[config.mk]
export PLATFORM = sky130hd
export DESIGN_NAME = ifu_axi_fetch
export DESIGN_NICKNAME = d
export VERILOG_FILES = /design/src/rtl/ifu_axi_fetch_pkg.sv /design/src/rtl/ifu_axi_fetch.sv
export SDC_FILE = /design/constraint.sdc
export NUM_CORES = 1
export LEC_CHECK = 0
export BUFFER_PORTS_ARGS = -buffer_cell sky130_fd_sc_hd__clkbuf_2
export CAP_MARGIN = 0
export CORE_ASPECT_RATIO = 1.5
export CORE_MARGIN = 5
export CORE_UTILIZATION = 44
export DETAILED_ROUTE_END_ITERATION = 8
export PLACE_DENSITY_LB_ADDON = 0.15
export SLEW_MARGIN = 20
export SYNTH_ARGS = -nofsm -noshare
export SYNTH_HDL_FRONTEND = slang
export SYNTH_SLANG_ARGS = --single-unit
[constraint.sdc]
create_clock -name clk -period 2 [get_ports clk]
set_clock_uncertainty 0.05 [all_clocks]
set_input_delay 0.1 -clock clk [delete_from_list [all_inputs] [get_ports clk]]
set_output_delay 0.1 -clock clk [all_outputs]
set_load 0.1 [all_outputs]
[src/rtl/ifu_axi_fetch_pkg.sv]
// Shared definitions for the instruction fetch stage: FSM states and AXI4-Lite constants.
package ifu_axi_fetch_pkg;

  typedef enum logic [1:0] {
    IDLE = 2'd0,
    ADDR = 2'd1,
    DATA = 2'd2,
    OUT  = 2'd3
  } ifu_state_e;

  localparam logic [1:0]  AXI_RESP_OKAY   = 2'b00;
  localparam logic [2:0]  AXI_ARPROT_INST = 3'b100;
  localparam logic [31:0] INST_NOP        = 32'h00000013;

endpackage

[src/rtl/ifu_axi_fetch.sv]
// Blocking instruction fetch: one PC in, one AXI4-Lite read out, one {inst, pc, fault} to decode.
// All outputs are registers; a single outstanding transaction at a time.
module ifu_axi_fetch
  import ifu_axi_fetch_pkg::*;
#(
  parameter int unsigned       ADDR_W     = 32,
  parameter int unsigned       DATA_W     = 32,
  parameter logic [DATA_W-1:0] FAULT_INST = DATA_W'(INST_NOP)
) (
  input  logic              clk,
  input  logic              rst_n,
  input  logic              pc_valid,
  output logic              pc_ready,
  input  logic [ADDR_W-1:0] fetch_pc,
  output logic [ADDR_W-1:0] araddr,
  output logic [2:0]        arprot,
  output logic              arvalid,
  input  logic              arready,
  input  logic [DATA_W-1:0] rdata,
  input  logic [1:0]        rresp,
  input  logic              rvalid,
  output logic              rready,
  output logic              inst_valid,
  input  logic              inst_ready,
  output logic [DATA_W-1:0] inst,
  output logic [ADDR_W-1:0] inst_pc,
  output logic              inst_fault
);

  ifu_state_e        state_q;
  logic              pc_ready_q;
  logic              arvalid_q;
  logic              rready_q;
  logic              inst_valid_q;
  logic [ADDR_W-1:0] araddr_q;
  logic [DATA_W-1:0] inst_q;
  logic [ADDR_W-1:0] inst_pc_q;
  logic              inst_fault_q;

  // Control and data registers share one FSM block so every output is registered
  // and changes in lockstep with the state.
  always_ff @(posedge clk) begin
    if (!rst_n) begin
      state_q      <= IDLE;
      pc_ready_q   <= 1'b1;
      arvalid_q    <= 1'b0;
      rready_q     <= 1'b0;
      inst_valid_q <= 1'b0;
      araddr_q     <= '0;
      inst_q       <= FAULT_INST;
      inst_pc_q    <= '0;
      inst_fault_q <= 1'b0;
    end else begin
      case (state_q)
        IDLE: begin
          if (pc_valid && pc_ready_q) begin
            araddr_q   <= fetch_pc;
            inst_pc_q  <= fetch_pc;
            pc_ready_q <= 1'b0;
            // A misaligned PC never reaches memory; the fault goes straight to decode.
            if (fetch_pc[1:0] != 2'b00) begin
              inst_q       <= FAULT_INST;
              inst_fault_q <= 1'b1;
              inst_valid_q <= 1'b1;
              state_q      <= OUT;
            end else begin
              arvalid_q <= 1'b1;
              state_q   <= ADDR;
            end
          end
        end
        ADDR: begin
          if (arready) begin
            arvalid_q <= 1'b0;
            rready_q  <= 1'b1;
            state_q   <= DATA;
          end
        end
        DATA: begin
          if (rvalid) begin
            rready_q     <= 1'b0;
            inst_valid_q <= 1'b1;
            state_q      <= OUT;
            if (rresp != AXI_RESP_OKAY) begin
              inst_q       <= FAULT_INST;
              inst_fault_q <= 1'b1;
            end else begin
              inst_q       <= rdata;
              inst_fault_q <= 1'b0;
            end
          end
        end
        OUT: begin
          if (inst_ready) begin
            inst_valid_q <= 1'b0;
            pc_ready_q   <= 1'b1;
            state_q      <= IDLE;
          end
        end
        default: begin
          state_q      <= IDLE;
          pc_ready_q   <= 1'b1;
          arvalid_q    <= 1'b0;
          rready_q     <= 1'b0;
          inst_valid_q <= 1'b0;
        end
      endcase
    end
  end

  assign pc_ready   = pc_ready_q;
  assign araddr     = araddr_q;
  assign arprot     = AXI_ARPROT_INST;
  assign arvalid    = arvalid_q;
  assign rready     = rready_q;
  assign inst_valid = inst_valid_q;
  assign inst       = inst_q;
  assign inst_pc    = inst_pc_q;
  assign inst_fault = inst_fault_q;

endmodule

Word level (Yosys, flattened, before mapping):

Index checks and enable logic that the tools add are counted.

* equality and inequality tests: 9
* mux-type cells: 29
* reduce and logical (&&, ||, !) cells: 16

Operators with widths (count)
* 32-bit 2-to-1 mux: 4
* 32-bit one-hot mux with 2 select lines: 1
* 1-bit 2-to-1 mux: 13
* 2-bit inequality test (second input constant): 6
* 4-bit AND reduction: 3
* 2-bit nonzero test: 6
* 2-bit 2-to-1 mux: 5
* 1-bit one-hot mux with 2 select lines: 4
* 2-bit one-hot mux with 4 select lines: 1
* 3-bit AND reduction: 2
* 5-bit AND reduction: 1
* 2-bit equality test (second input constant): 2
* 1-bit one-hot mux with 3 select lines: 1
* 3-bit nonzero test: 1
* 2-bit by 1-bit equality test with 1-bit output (second input constant): 1
* 2-bit logical NOT: 1
* 2-bit AND reduction: 1
* 1-bit logical AND: 1

* register bits: 71
* input port bits: 72
* output and inout bits: 104
* word-level logic and storage cells: 62

Longest topological paths before layout:

Gate-level depths: netlist (run 1).

* word-level depth: 4
* mapped depth: 8
* depth with buffers taken out: 6

Worst setup path before layout (run 1):

OpenSTA, ideal clock, no wires.

* kind: reg-to-reg
* from: register pc_ready_q, in the netlist pc_ready
* to: register inst_fault_q, in the netlist inst_fault
* setup time: 0.088 ns
* data arrival time: 1.930 ns
* required time: 1.862 ns
* slack: -0.068 ns
* cell stages (with the launch flop): 6
* path buffers: 1
* clock period less this slack: 2.068 ns
* cells stage by stage: dfxtp_1 a21boi_4 nor4_4 buf_6 nor2_2 a311oi_2

* longest elaborated chain between the ends: 3

RTL lines
* start, declared: line ifu_axi_fetch.sv:31 `logic pc_ready_q;`
* start signal, assigned: line ifu_axi_fetch.sv:45 `pc_ready_q <= 1'b1;`
* start signal, assigned: line ifu_axi_fetch.sv:59 `pc_ready_q <= 1'b0;`
* start signal, assigned: line ifu_axi_fetch.sv:96 `pc_ready_q <= 1'b1;`
* 1-bit logical AND: line ifu_axi_fetch.sv:56 `if (pc_valid && pc_ready_q) begin`
* 2-bit inequality test (no source line)
* 4-bit AND reduction (no source line)
* end signal, assigned: line ifu_axi_fetch.sv:52 `inst_fault_q <= 1'b0;`
* end signal, assigned: line ifu_axi_fetch.sv:63 `inst_fault_q <= 1'b1;`
* end signal, assigned: line ifu_axi_fetch.sv:86 `inst_fault_q <= 1'b1;`
* end, declared: line ifu_axi_fetch.sv:38 `logic inst_fault_q;`

No other way between the ends.
A chain may end at the register's enable or synchronous reset.

Final worst setup path (run 1):

* from: register state_q[1]
* to: register inst_q[9], in the netlist inst[9]

* longest elaborated chain between the ends: 3
* elaborated cells on any way between the ends: 8
* those cells by class: 4 x eq/ne; 1 x mux; 3 x reduce/logical

RTL lines
* start, declared: line ifu_axi_fetch.sv:30 `ifu_state_e state_q;`
* start signal, assigned: line ifu_axi_fetch.sv:44 `state_q <= IDLE;`
* start signal, assigned: line ifu_axi_fetch.sv:65 `state_q <= OUT;`
* start signal, assigned: line ifu_axi_fetch.sv:68 `state_q <= ADDR;`
* 2-bit equality test or 2-bit logical NOT (tied branches): line ifu_axi_fetch.sv:54 `case (state_q)`
* 2-bit inequality test (no source line) or 2-bit nonzero test (tied branches)
* 4-bit AND reduction (no source line)
* end signal, assigned: line ifu_axi_fetch.sv:88 `inst_q <= rdata;`
* end, declared: line ifu_axi_fetch.sv:36 `logic [DATA_W-1:0] inst_q;`

Several ways; a longest one is shown, not always the timed one.

==> out/results.txt, run 1 <==
vias in the first global route = 3,176
capturing point of the worst reg2reg path = inst[9]$_SDFFE_PN0P_
floorplan core area = 6810 µm²
instance area after placement = 3760 µm²
RSZ-0062 raised after global routing = false
area used by sequential logic in the layout = 1420 µm²
startpoint class of the critical path = register
PD cells = 1510 nW/µm²
number of rows created at floorplan = 37
fraction of final layout cells sized beyond drive strength 1 = 35.8%
initial core utilization = 45.0%
cell chain of the critical path = inv_1 -> ha_1 -> nor3b_2 -> nor4_4 -> buf_12 -> buf_12 -> nand3_1 -> o21ai_0
critical path data required time = 2210 ps
DP HPWL = 5.84 mm
routed wire length = 9.24 mm
Lkg Pwr = 2.19 nW
Critical R2R Launch = state_q[1]$_SDFFE_PN0P_
nets@finish = 657
Area Growth Syn to Fin = 52.3%
final hold slack = 94.6 ps
initial antenna violation count = 0
Min-Delay Path Class = primary input to register
DP Worst Slack = 27.4 ps
critical-path cell with the highest stage delay = dfxtp_2
overflow left after global routing = 0
hold violation count in the final report = 0
post-CTS repair timing setup buffer count = 0
maximum number of pins on one net before global-route repair = 33
fraction of the cycle the final worst path needs = 93.5%
minimum clock period = 1870 ps
Skew-Pair Late Insertion Delay = 330 ps
Max-slew headroom = 62.0%
launch instance of the worst min-delay path = rvalid
worst setup path class = register to register
post-route core utilization = 68.6%
Antenna diodes = 0
number of antenna-violating nets in the routed design = 0
total die area = 8770 µm²
largest buffer count on any clock path = 2
hold endpoint = rready$_SDFFE_PN0P_
total via count in the routed design = 3,179
top fanout value on the critical path = 17
Finished Cell Area = 4670 µm²
DIE WIDTH = 78.1 µm
Fillers = 550
routability congestion estimate from global placement = 0.780
sequential-to-total area share from yosys stat = 46.4%
TritonCTS clock tree = built
number of warnings printed during yosys synthesis = 0
first-pass iteration count of the detailed router = 4
Via density = 4.81
max_cap viols = 0
DR DRC count = 0
instance count of the mapped netlist = 378
number of max-slew violations in the final report = 0
final routed wire length divided by cell count = 14.0 µm
number of synthesized register bits = 71
Register-to-Register Setup Slack = 130 ps
wire length of the first global-routing pass = 15.0 mm
slowest stage delay, CP = 370 ps
Fmax achieved = 0.535 GHz
worst-case setup margin in the final layout = 129 ps
syn_area_per_cell = 8.11 µm²
endpoint class of the critical path = register
I/O pin cnt = 176
status = completed
clock buffers created by TritonCTS = 9
Netlist Area Pre-Place = 3060 µm²
Clock transition at path regs = 80 ps
Chip Height = 112 µm
area taken by multi-input logic gates = 1230 µm²
Tightest Pin Transition = 572 ps
summed negative setup slack over all endpoints = 0 ps
1st-iter DRT viols = 128
worst hold path stage count = 5
worst reg-to-reg path cell count = 8
Critical Path AT = 2080 ps
Port-buffer cells = 172
maximum level of the CTS H-tree = 3
library cells used by synthesis = 33
number of clock sinks seen by CTS = 71
Top cell by count, worst path = buf_12
buffer type at the clock tree root = clkbuf_8
Finish-stage setup viols = 0
aggregate global-route resource usage = 20.6%
maximum VDD drop = 0.000916 V
-- cell usage in the layout, fill, tap and decap left out, drive strengths merged, types with 3 or more instances in the layout --
master | synthesis | final
a21oi | 37 | 37
buf | 45 | 11
clkbuf | 15 | 182
conb | 2 | 3
dfxtp | 71 | 71
dlygate4sd3 | 0 | 64
ha | 7 | 7
inv | 4 | 6
nand2 | 97 | 97
nand3 | 32 | 32
nor2 | 12 | 12
nor3 | 5 | 5
o21ai | 30 | 30
-- registers in the layout, indices dropped and copies added (netlist names) --
register and count:
rready 1, inst_fault 1, inst_pc 32, state_q 2, arvalid 1, pc_ready 1, inst_valid 1, inst 32
-- per-stage QoR --
| step | cells | power (mW) |
|---|---|---|
| after detailed placement | 580 | 5.54 |
| final | 661 | 7.02 |
| after CTS | 661 | 7.07 |
| after global placement | 580 | 5.50 |
| after floorplan | 379 | 5.07 |
| after global routing | 661 | 7.31 |
-- per-layer routing --
layer	part of all wire, %	track usage (%)
met5	0	0
met2	51	36.4
met1	39	23.4
met3	8.4	5.94
met4	2.0	6.54
-- synthesized netlist by cell type (all sizes together) --
library cell  number  area (µm²)
clkbuf            15        56.3
nor2b              2        12.5
a21oi             37         185
o31ai              1        7.51
nor3b              1        12.5
conb               2        7.51
a21boi             1        18.8
a31oi              2        12.5
a211o              1        8.76
and2b              1        7.51
o211a              1        10.0
o21ai             30         150
buf               45         340
or2                1        6.26
dfxtp             71        1420
a311oi             2        23.8
nor4               2        33.8
inv                4        15.0
and3               2        12.5
o2111ai            1        8.76
nor3               5        25.0
nand2             97         364
ha                 7        87.6
o221ai             1        8.76
nor2              12        47.6
nand3             32         160
mux2i              2        20.0
-- worst max-delay path, delay by kind of cell, from the launching register on --
family                   cells  cell delay (ps)
adder cells (fa/ha/maj)      1              260
AND/OR/NAND/NOR              3              580
flip-flops                   1              370
AO/OA/AOI/OAI                1               80
buffers and inverters        3              460
-- timing repair --
action | in CTS | in global routing
hold buffers | 64 | 0
cloned | 1 | 0
setup endpoints to repair | 1 | 12
gates resized for setup | 0 | 1
pin swaps | 1 | 1
hold endpoints to repair | 64 | 0
-- worst max path at each step --
stage | from | endpoint | slack (ps) | depth (start not counted)
2_1_floorplan | state_q[0]$_SDFFE_PN0P_ | inst_fault$_SDFFE_PN0P_ | 210 | 7
5_1_grt | state_q[0]$_SDFFE_PN0P_ | inst[15]$_SDFFE_PN0P_ | 2 | 8
6_report | state_q[1]$_SDFFE_PN0P_ | inst[9]$_SDFFE_PN0P_ | 130 | 8
3_3_place_gp | state_q[1]$_SDFFE_PN0P_ | inst[2]$_SDFFE_PN0P_ | 140 | 8
4_1_cts | state_q[1]$_SDFFE_PN0P_ | inst[9]$_SDFFE_PN0P_ | 40 | 8
3_5_place_dp | state_q[1]$_SDFFE_PN0P_ | inst[31]$_SDFFE_PN0P_ | 30 | 8
-- layout make-up --
| cell class | count | area share (%) |
|---|---|---|
| Multi-Input combinational cell | 244 | 26.5 |
| Clock buffer | 10 | 2.95 |
| Inverter | 4 | 0.322 |
| Sequential cell | 71 | 30.5 |
| Clock inverter | 6 | 1.96 |
| Tap cell | 78 | 2.09 |
| Timing Repair Buffer | 248 | 35.7 |
-- report_power, final --
part | internal, mW | switching [mW]
sequential | 1.61 | 0.148
clock | 0.745 | 0.548
combinational | 0.894 | 3.08
-- cell families (layout without fill, tap and decap cells) --
family                     count (synthesis)  count (layout)  share of synthesized area, %
buffers and inverters                     64             268                          13.4
muxes                                      2               2                         0.653
other                                      2               3                         0.245
adders and majority gates                  7               7                          2.86
DFF                                       71              71                          46.4
AOI/OAI and AO/OA                         77              77                          14.2
and+or+nand+nor                          155             155                          22.3
Power figures use the tool's default switching activity.
==> inputs of run 2 (changes only) <==
--- a/config.mk
+++ b/config.mk
@@ -5,13 +5,14 @@
 export SDC_FILE = /design/constraint.sdc
 export NUM_CORES = 1
 export LEC_CHECK = 0
-export BUFFER_PORTS_ARGS = -buffer_cell sky130_fd_sc_hd__clkbuf_2
 export CAP_MARGIN = 0
 export CORE_ASPECT_RATIO = 1.5
 export CORE_MARGIN = 5
-export CORE_UTILIZATION = 44
+export CORE_UTILIZATION = 57
 export DETAILED_ROUTE_END_ITERATION = 8
-export PLACE_DENSITY_LB_ADDON = 0.15
+export DONT_BUFFER_PORTS = 1
+export GPL_TIMING_DRIVEN = 0
+export PLACE_DENSITY = 0.78
 export SLEW_MARGIN = 20
 export SYNTH_ARGS = -nofsm -noshare
 export SYNTH_HDL_FRONTEND = slang
==> run 2 against run 1 <==
Sequential cell count is the same. Worst setup slack got worse by 82 ps. Non-clock buffer count decreased by 115. Via count is 5.5% lower. Critical path depth fell by 7. Global-route usage is 6.8 points higher. First-iteration DRC count rose by 82%. Largest power group is now registers. Largest cell class is now flip-flops and latches. Cell count down 19%. Fmax fell by 4.2%. Register-to-register slack got worse by 70 ps. Utilization is 11 points higher. Hold slack lost 64 ps.
==> out/results.txt, run 2 (synthesis gave the netlist of run 1 again) <==
status = completed
final routed wire length divided by cell count = 18.1 µm (+30%)
max_cap viols = 0 (unchanged)
fraction of final layout cells sized beyond drive strength 1 = 17.3% (-19 points)
initial antenna violation count = 0 (unchanged)
first-pass iteration count of the detailed router = 5 (+1)
number of max-slew violations in the final report = 0 (unchanged)
commonest cells after routing, fill and taps aside = nand2_1, dlygate4sd3_1, dfxtp_1
Skew-Pair Late Insertion Delay = 340 ps (about the same)
Critical Path Source = inst_pc[1]$_SDFFE_PN0P_
DP HPWL = 6.02 mm (+3.1%)
number of rows created at floorplan = 32 (-14%)
minimum clock period = 1950 ps (+82.5 ps)
number of placed instances, taps included = 447 (-23%)
Lkg Pwr = 1.65 nW (-24%)
total via count in the routed design = 3,003 (-5.5%)
clock buffers created by TritonCTS = 9 (unchanged)
most common cell after layout, fill and taps aside = nand2_1
maximum level of the CTS H-tree = 3 (unchanged)
cell chain of the critical path = buf_4
buffer type at the clock tree root = clkbuf_8
nets@finish = 542 (-18%)
endpoint class of the critical path = output port
Chip Height = 99.8 µm (-11%)
DR DRC count = 0 (unchanged)
number of clock sinks seen by CTS = 71 (unchanged)
1st-iter DRT viols = 233 (+82%)
Max-slew headroom = 29.8% (-32 points)
number of antenna-violating nets in the routed design = 0 (unchanged)
overflow left after global routing = 0 (unchanged)
vias in the first global route = 2,969 (-6.5%)
TritonCTS clock tree = built
critical-path cell with the highest stage delay = dfxtp_1
logic depth of the worst setup path including buffers = 1 (-7)
buffer and inverter count on the worst path = 1 (-2)
instance area after placement = 3150 µm² (-16%)
routability congestion estimate from global placement = 0.828 (+6.2%)
top fanout value on the critical path = 3 (-14)
initial core utilization = 58.9% (+14 points)
DIE WIDTH = 69.9 µm (-11%)
total die area = 6970 µm² (-20%)
Port-buffer cells = 0 (-100%)
critical path data required time = 1850 ps (-360 ps)
PD cells = 1700 nW/µm² (+13%)
Critical R2R Launch = state_q[0]$_SDFFE_PN0P_
largest buffer count on any clock path = 2 (unchanged)
Area Growth Syn to Fin = 34.9%
routed wire length = 9.74 mm (+5.4%)
worst reg-to-reg path cell count = 8 (unchanged)
Tightest Pin Transition = 1050 ps (+480 ps)
fraction of the cycle the final worst path needs = 97.7% (+4.1 points)
number of standard cells in the layout, taps in and fillers out = 537 (-19%)
maximum VDD drop = 0.000921 V (+0.56%)
Register-to-Register Setup Slack = 60 ps (-70 ps)
Via density = 5.59 (+16%)
Fmax achieved = 0.512 GHz (-4.2%)
Finish-stage setup viols = 0 (unchanged)
aggregate global-route resource usage = 27.5% (+6.8 points)
startpoint class of the critical path = register
post-route core utilization = 79.4% (+11 points)
worst setup path class = register to output port
maximum number of pins on one net before global-route repair = 13 (-61%)
critical path endpoint = inst_pc[1]
kind of cell with the highest combined delay on the critical path = flip-flops
hold violation count in the final report = 0 (unchanged)
floorplan core area = 5200 µm² (-24%)
Finished Cell Area = 4130 µm² (-11%)
worst-case setup margin in the final layout = 46.6 ps (-82.5 ps)
final hold slack = 30.5 ps (-64.1 ps)
I/O pin cnt = 176 (unchanged)
Clock transition at path regs = 70 ps (about the same)
Critical Path AT = 1800 ps (-280 ps)
wire length of the first global-routing pass = 15.3 mm (+2.4%)
capturing point of the worst reg2reg path = inst[17]$_SDFFE_PN0P_
Min-Delay Path Class = primary input to register
DP Worst Slack = -129 ps (-156 ps)
slowest stage delay, CP = 1020 ps (+650 ps)
[run 2: metal layers]
layer	GRT usage (%)	wire, µm	vias up
li1	-	-	1385
met1	28.0	3220	1398
met2	49.7	5210	199
met3	10.8	1110	21
met4	11.1	191	0
met5	0	0	-
[run 2: timing repair]
action / CTS / global route
hold endpoints to repair: 67 / 0
hold buffers: 68 / 0
setup endpoints to repair: 33 / 49
buffers inserted: 1 / 3
cloned: 0 / 1
pin swaps: 1 / 1
gates resized for setup: 5 / 9
[run 2: per-stage QoR]
| step | power [mW] | setup TNS (ps) |
|---|---|---|
| after global routing | 7.28 | -104 |
| final | 7.03 | 0 |
| after floorplan | 5.07 | 0 |
| after global placement | 5.35 | -722 |
| after detailed placement | 5.39 | -2790 |
| after CTS | 6.91 | 0 |
[run 2: final cells by class]
type,instances,area [µm²]
diodes,1,2.50
clock inverters,6,109
fillers,325,1070
flip-flops and latches,71,1430
inverters,4,15.0
repair buffers,73,716
plain buffers,60,404
clock buffers,10,128
multi-input cells,244,1240
well taps,68,85.1
[run 2: worst min-delay path by stage]
| stage | from | to | cells past startpoint |
|---|---|---|---|
| after global placement | rdata[9] | inst[9]$_SDFFE_PN0P_ | 2 |
| after floorplan | rdata[10] | inst[10]$_SDFFE_PN0P_ | 2 |
| after detailed placement | rdata[3] | inst[3]$_SDFFE_PN0P_ | 2 |
| final | fetch_pc[1] | inst_valid$_SDFFE_PN0P_ | 3 |
| after global routing | fetch_pc[1] | inst_valid$_SDFFE_PN0P_ | 3 |
| after CTS | fetch_pc[1] | inst_valid$_SDFFE_PN0P_ | 3 |
[run 2: power by group]
group          total, mW  internal [mW]  leakage [nW]  switching [mW]
combinational       2.57          0.784         0.954            1.78
clock               1.37          0.827         0.120           0.540
sequential          3.09           1.61         0.579            1.48
==> inputs of run 3 (changes only) <==
--- a/config.mk
+++ b/config.mk
@@ -8,11 +8,11 @@
 export CAP_MARGIN = 0
 export CORE_ASPECT_RATIO = 1.5
 export CORE_MARGIN = 5
-export CORE_UTILIZATION = 57
+export CORE_UTILIZATION = 60
 export DETAILED_ROUTE_END_ITERATION = 8
 export DONT_BUFFER_PORTS = 1
 export GPL_TIMING_DRIVEN = 0
-export PLACE_DENSITY = 0.78
+export PLACE_DENSITY = 0.82
 export SLEW_MARGIN = 20
 export SYNTH_ARGS = -nofsm -noshare
 export SYNTH_HDL_FRONTEND = slang
==> run 3 against run 2 <==
Hold slack improved by 15 ps. Sequential power about the same. Wire length decreased by 1.9%. Sequential share of layout area increased by 0.35 points. Utilization increased by 2.0 points. Critical path depth unchanged.
==> out/results.txt, run 3 (synthesis gave the netlist of run 1 again) <==
status = completed
Antenna diodes = 0 (-1)
wire length of the first global-routing pass = 14.9 mm (-2.9%)
met3 layer usage reported by global route = 11.0% (+0.17 points)
met1 track demand over resource in global routing = 28.6% (+0.64 points)
Max-slew headroom = 29.0% (-0.75 points)
overflow left after global routing = 0 (unchanged)
critical path data required time = 1850 ps (about the same)
endpoint class of the critical path = output port
maximum number of pins on one net before global-route repair = 13 (unchanged)
top fanout value on the critical path = 3 (unchanged)
critical-path cell with the highest stage delay = dfxtp_1
DR DRC count = 0 (unchanged)
critical path endpoint = inst_pc[4]
number of placed instances, taps included = 447 (unchanged)
nets@finish = 539 (-0.55%)
DIE WIDTH = 68.4 µm (-2.2%)
Min-Delay Path Class = primary input to register
most common cell after layout, fill and taps aside = nand2_1
kind of cell with the highest combined delay on the critical path = flip-flops
1st-iter DRT viols = 165 (-29%)
initial core utilization = 60.7% (+1.9 points)
number of clock sinks seen by CTS = 71 (unchanged)
worst setup path class = register to output port
cell chain of the critical path = buf_4
Fmax achieved = 0.511 GHz (-0.10%)
final hold slack = 45.1 ps (+14.5 ps)
fraction of final layout cells sized beyond drive strength 1 = 17.8% (+0.54 points)
final routed wire length divided by cell count = 17.9 µm (-1.2%)
I/O pin cnt = 176 (unchanged)
largest buffer count on any clock path = 2 (unchanged)
maximum VDD drop = 0.00105 V (+14%)
routability congestion estimate from global placement = 0.796 (-3.9%)
DP HPWL = 5.98 mm (-0.65%)
total die area = 6670 µm² (-4.4%)
buffer and inverter count on the worst path = 1 (unchanged)
instance area after placement = 3150 µm² (unchanged)
Critical Path AT = 1810 ps (about the same)
Lkg Pwr = 1.63 nW (-1.6%)
routed wire length = 9.55 mm (-1.9%)
Via density = 5.54 (-0.96%)
Port-buffer cells = 0 (unchanged)
GR Layer Usage met2 = 49.7% (about the same)
vias in the first global route = 3,096 (+4.3%)
Finish-stage setup viols = 0 (unchanged)
Clock transition at path regs = 70 ps (about the same)
Critical R2R Launch = state_q[0]$_SDFFE_PN0P_
RSZ-0062 raised after global routing = true
Finished Cell Area = 4110 µm² (-0.67%)
buffer type at the clock tree root = clkbuf_8
max_cap viols = 0 (unchanged)
worst-case setup margin in the final layout = 44.6 ps (-1.99 ps)
PD cells = 1660 nW/µm² (-2.1%)
capturing point of the worst reg2reg path = inst[21]$_SDFFE_PN0P_
total via count in the routed design = 2,952 (-1.7%)
commonest cells after routing, fill and taps aside = nand2_1, dlygate4sd3_1, dfxtp_1
number of standard cells in the layout, taps in and fillers out = 533 (-0.74%)
hold violation count in the final report = 0 (unchanged)
TritonCTS clock tree = built
number of antenna-violating nets in the routed design = 0 (unchanged)
Chip Height = 97.5 µm (-2.3%)
Area Growth Syn to Fin = 34.0%
Skew-Pair Late Insertion Delay = 340 ps (about the same)
overall power of the completed layout = 6.84 mW (-2.7%)
worst reg-to-reg path cell count = 9 (+1)
DP Worst Slack = -135 ps (-6.47 ps)
fraction of the cycle the final worst path needs = 97.8% (+0.099 points)
startpoint class of the critical path = register
worst hold path stage count = 3 (unchanged)
slowest stage delay, CP = 1030 ps (about the same)
Register-to-Register Setup Slack = 80 ps (+20 ps)
maximum level of the CTS H-tree = 3 (unchanged)
summed negative setup slack over all endpoints = 0 ps (unchanged)
clock buffers created by TritonCTS = 9 (unchanged)
floorplan core area = 5040 µm² (-3.1%)
layer carrying the most global-route usage = met2
post-route core utilization = 81.4% (+2.0 points)
number of rows created at floorplan = 32 (unchanged)
aggregate global-route resource usage = 28.9% (+1.4 points)
Critical Path Source = inst_pc[4]$_SDFFE_PN0P_
initial antenna violation count = 0 (unchanged)
Tightest Pin Transition = 1060 ps (+11.2 ps)
number of max-slew violations in the final report = 0 (unchanged)
minimum clock period = 1960 ps (+1.99 ps)
launch instance of the worst min-delay path = fetch_pc[1]
first-pass iteration count of the detailed router = 5 (unchanged)
logic depth of the worst setup path including buffers = 1 (unchanged)
-- run 3: cell types whose count changed in the layout (fill, tap and decap cells not counted), sizes merged --
cell,previous run,this run
clkinvlp,0,1
buf,50,49
clkbuf,25,24
bufinv,3,1
diode,1,0
-- run 3: worst min-delay path by stage --
stage / to / slack, ps
finish: inst_valid$_SDFFE_PN0P_ / 50
global route: rready$_SDFFE_PN0P_ / 40
CTS: inst_valid$_SDFFE_PN0P_ / 30
detailed placement: inst[24]$_SDFFE_PN0P_ / 190
global placement: inst[26]$_SDFFE_PN0P_ / 180
floorplan: inst[10]$_SDFFE_PN0P_ / 180
-- run 3: timing repair --
action,4_1_cts,5_1_grt
hold buffers,68,0
cloned,0,0
endpoints found under the setup margin,33,37
resized for setup,5,18
buffers inserted,1,1
pin swaps,1,0
endpoints found under the hold margin,67,0
-- run 3: metal layers --
layer	vias up	share of wire, %
met4	0	3.5
met2	193	50
met3	32	12
li1	1378	-
met1	1349	34
met5	-	0
-- run 3: area by class of cell --
cell class	count	area, µm²
tap	68	85.1
inverter	4	15.0
sequential	71	1440
timing repair buffer	70	696
fill	307	938
multi-input combinational	244	1260
clock buffer	11	151
clock inverter	5	56.3
buffer	60	407
-- run 3: report_power, final --
| group | switching, mW | leakage, nW | internal (mW) |
|---|---|---|---|
| Clock | 0.533 | 0.105 | 0.642 |
| Sequential | 1.49 | 0.580 | 1.62 |
| Combinational | 1.78 | 0.942 | 0.769 |
| Total | 3.81 | 1.63 | 3.03 |
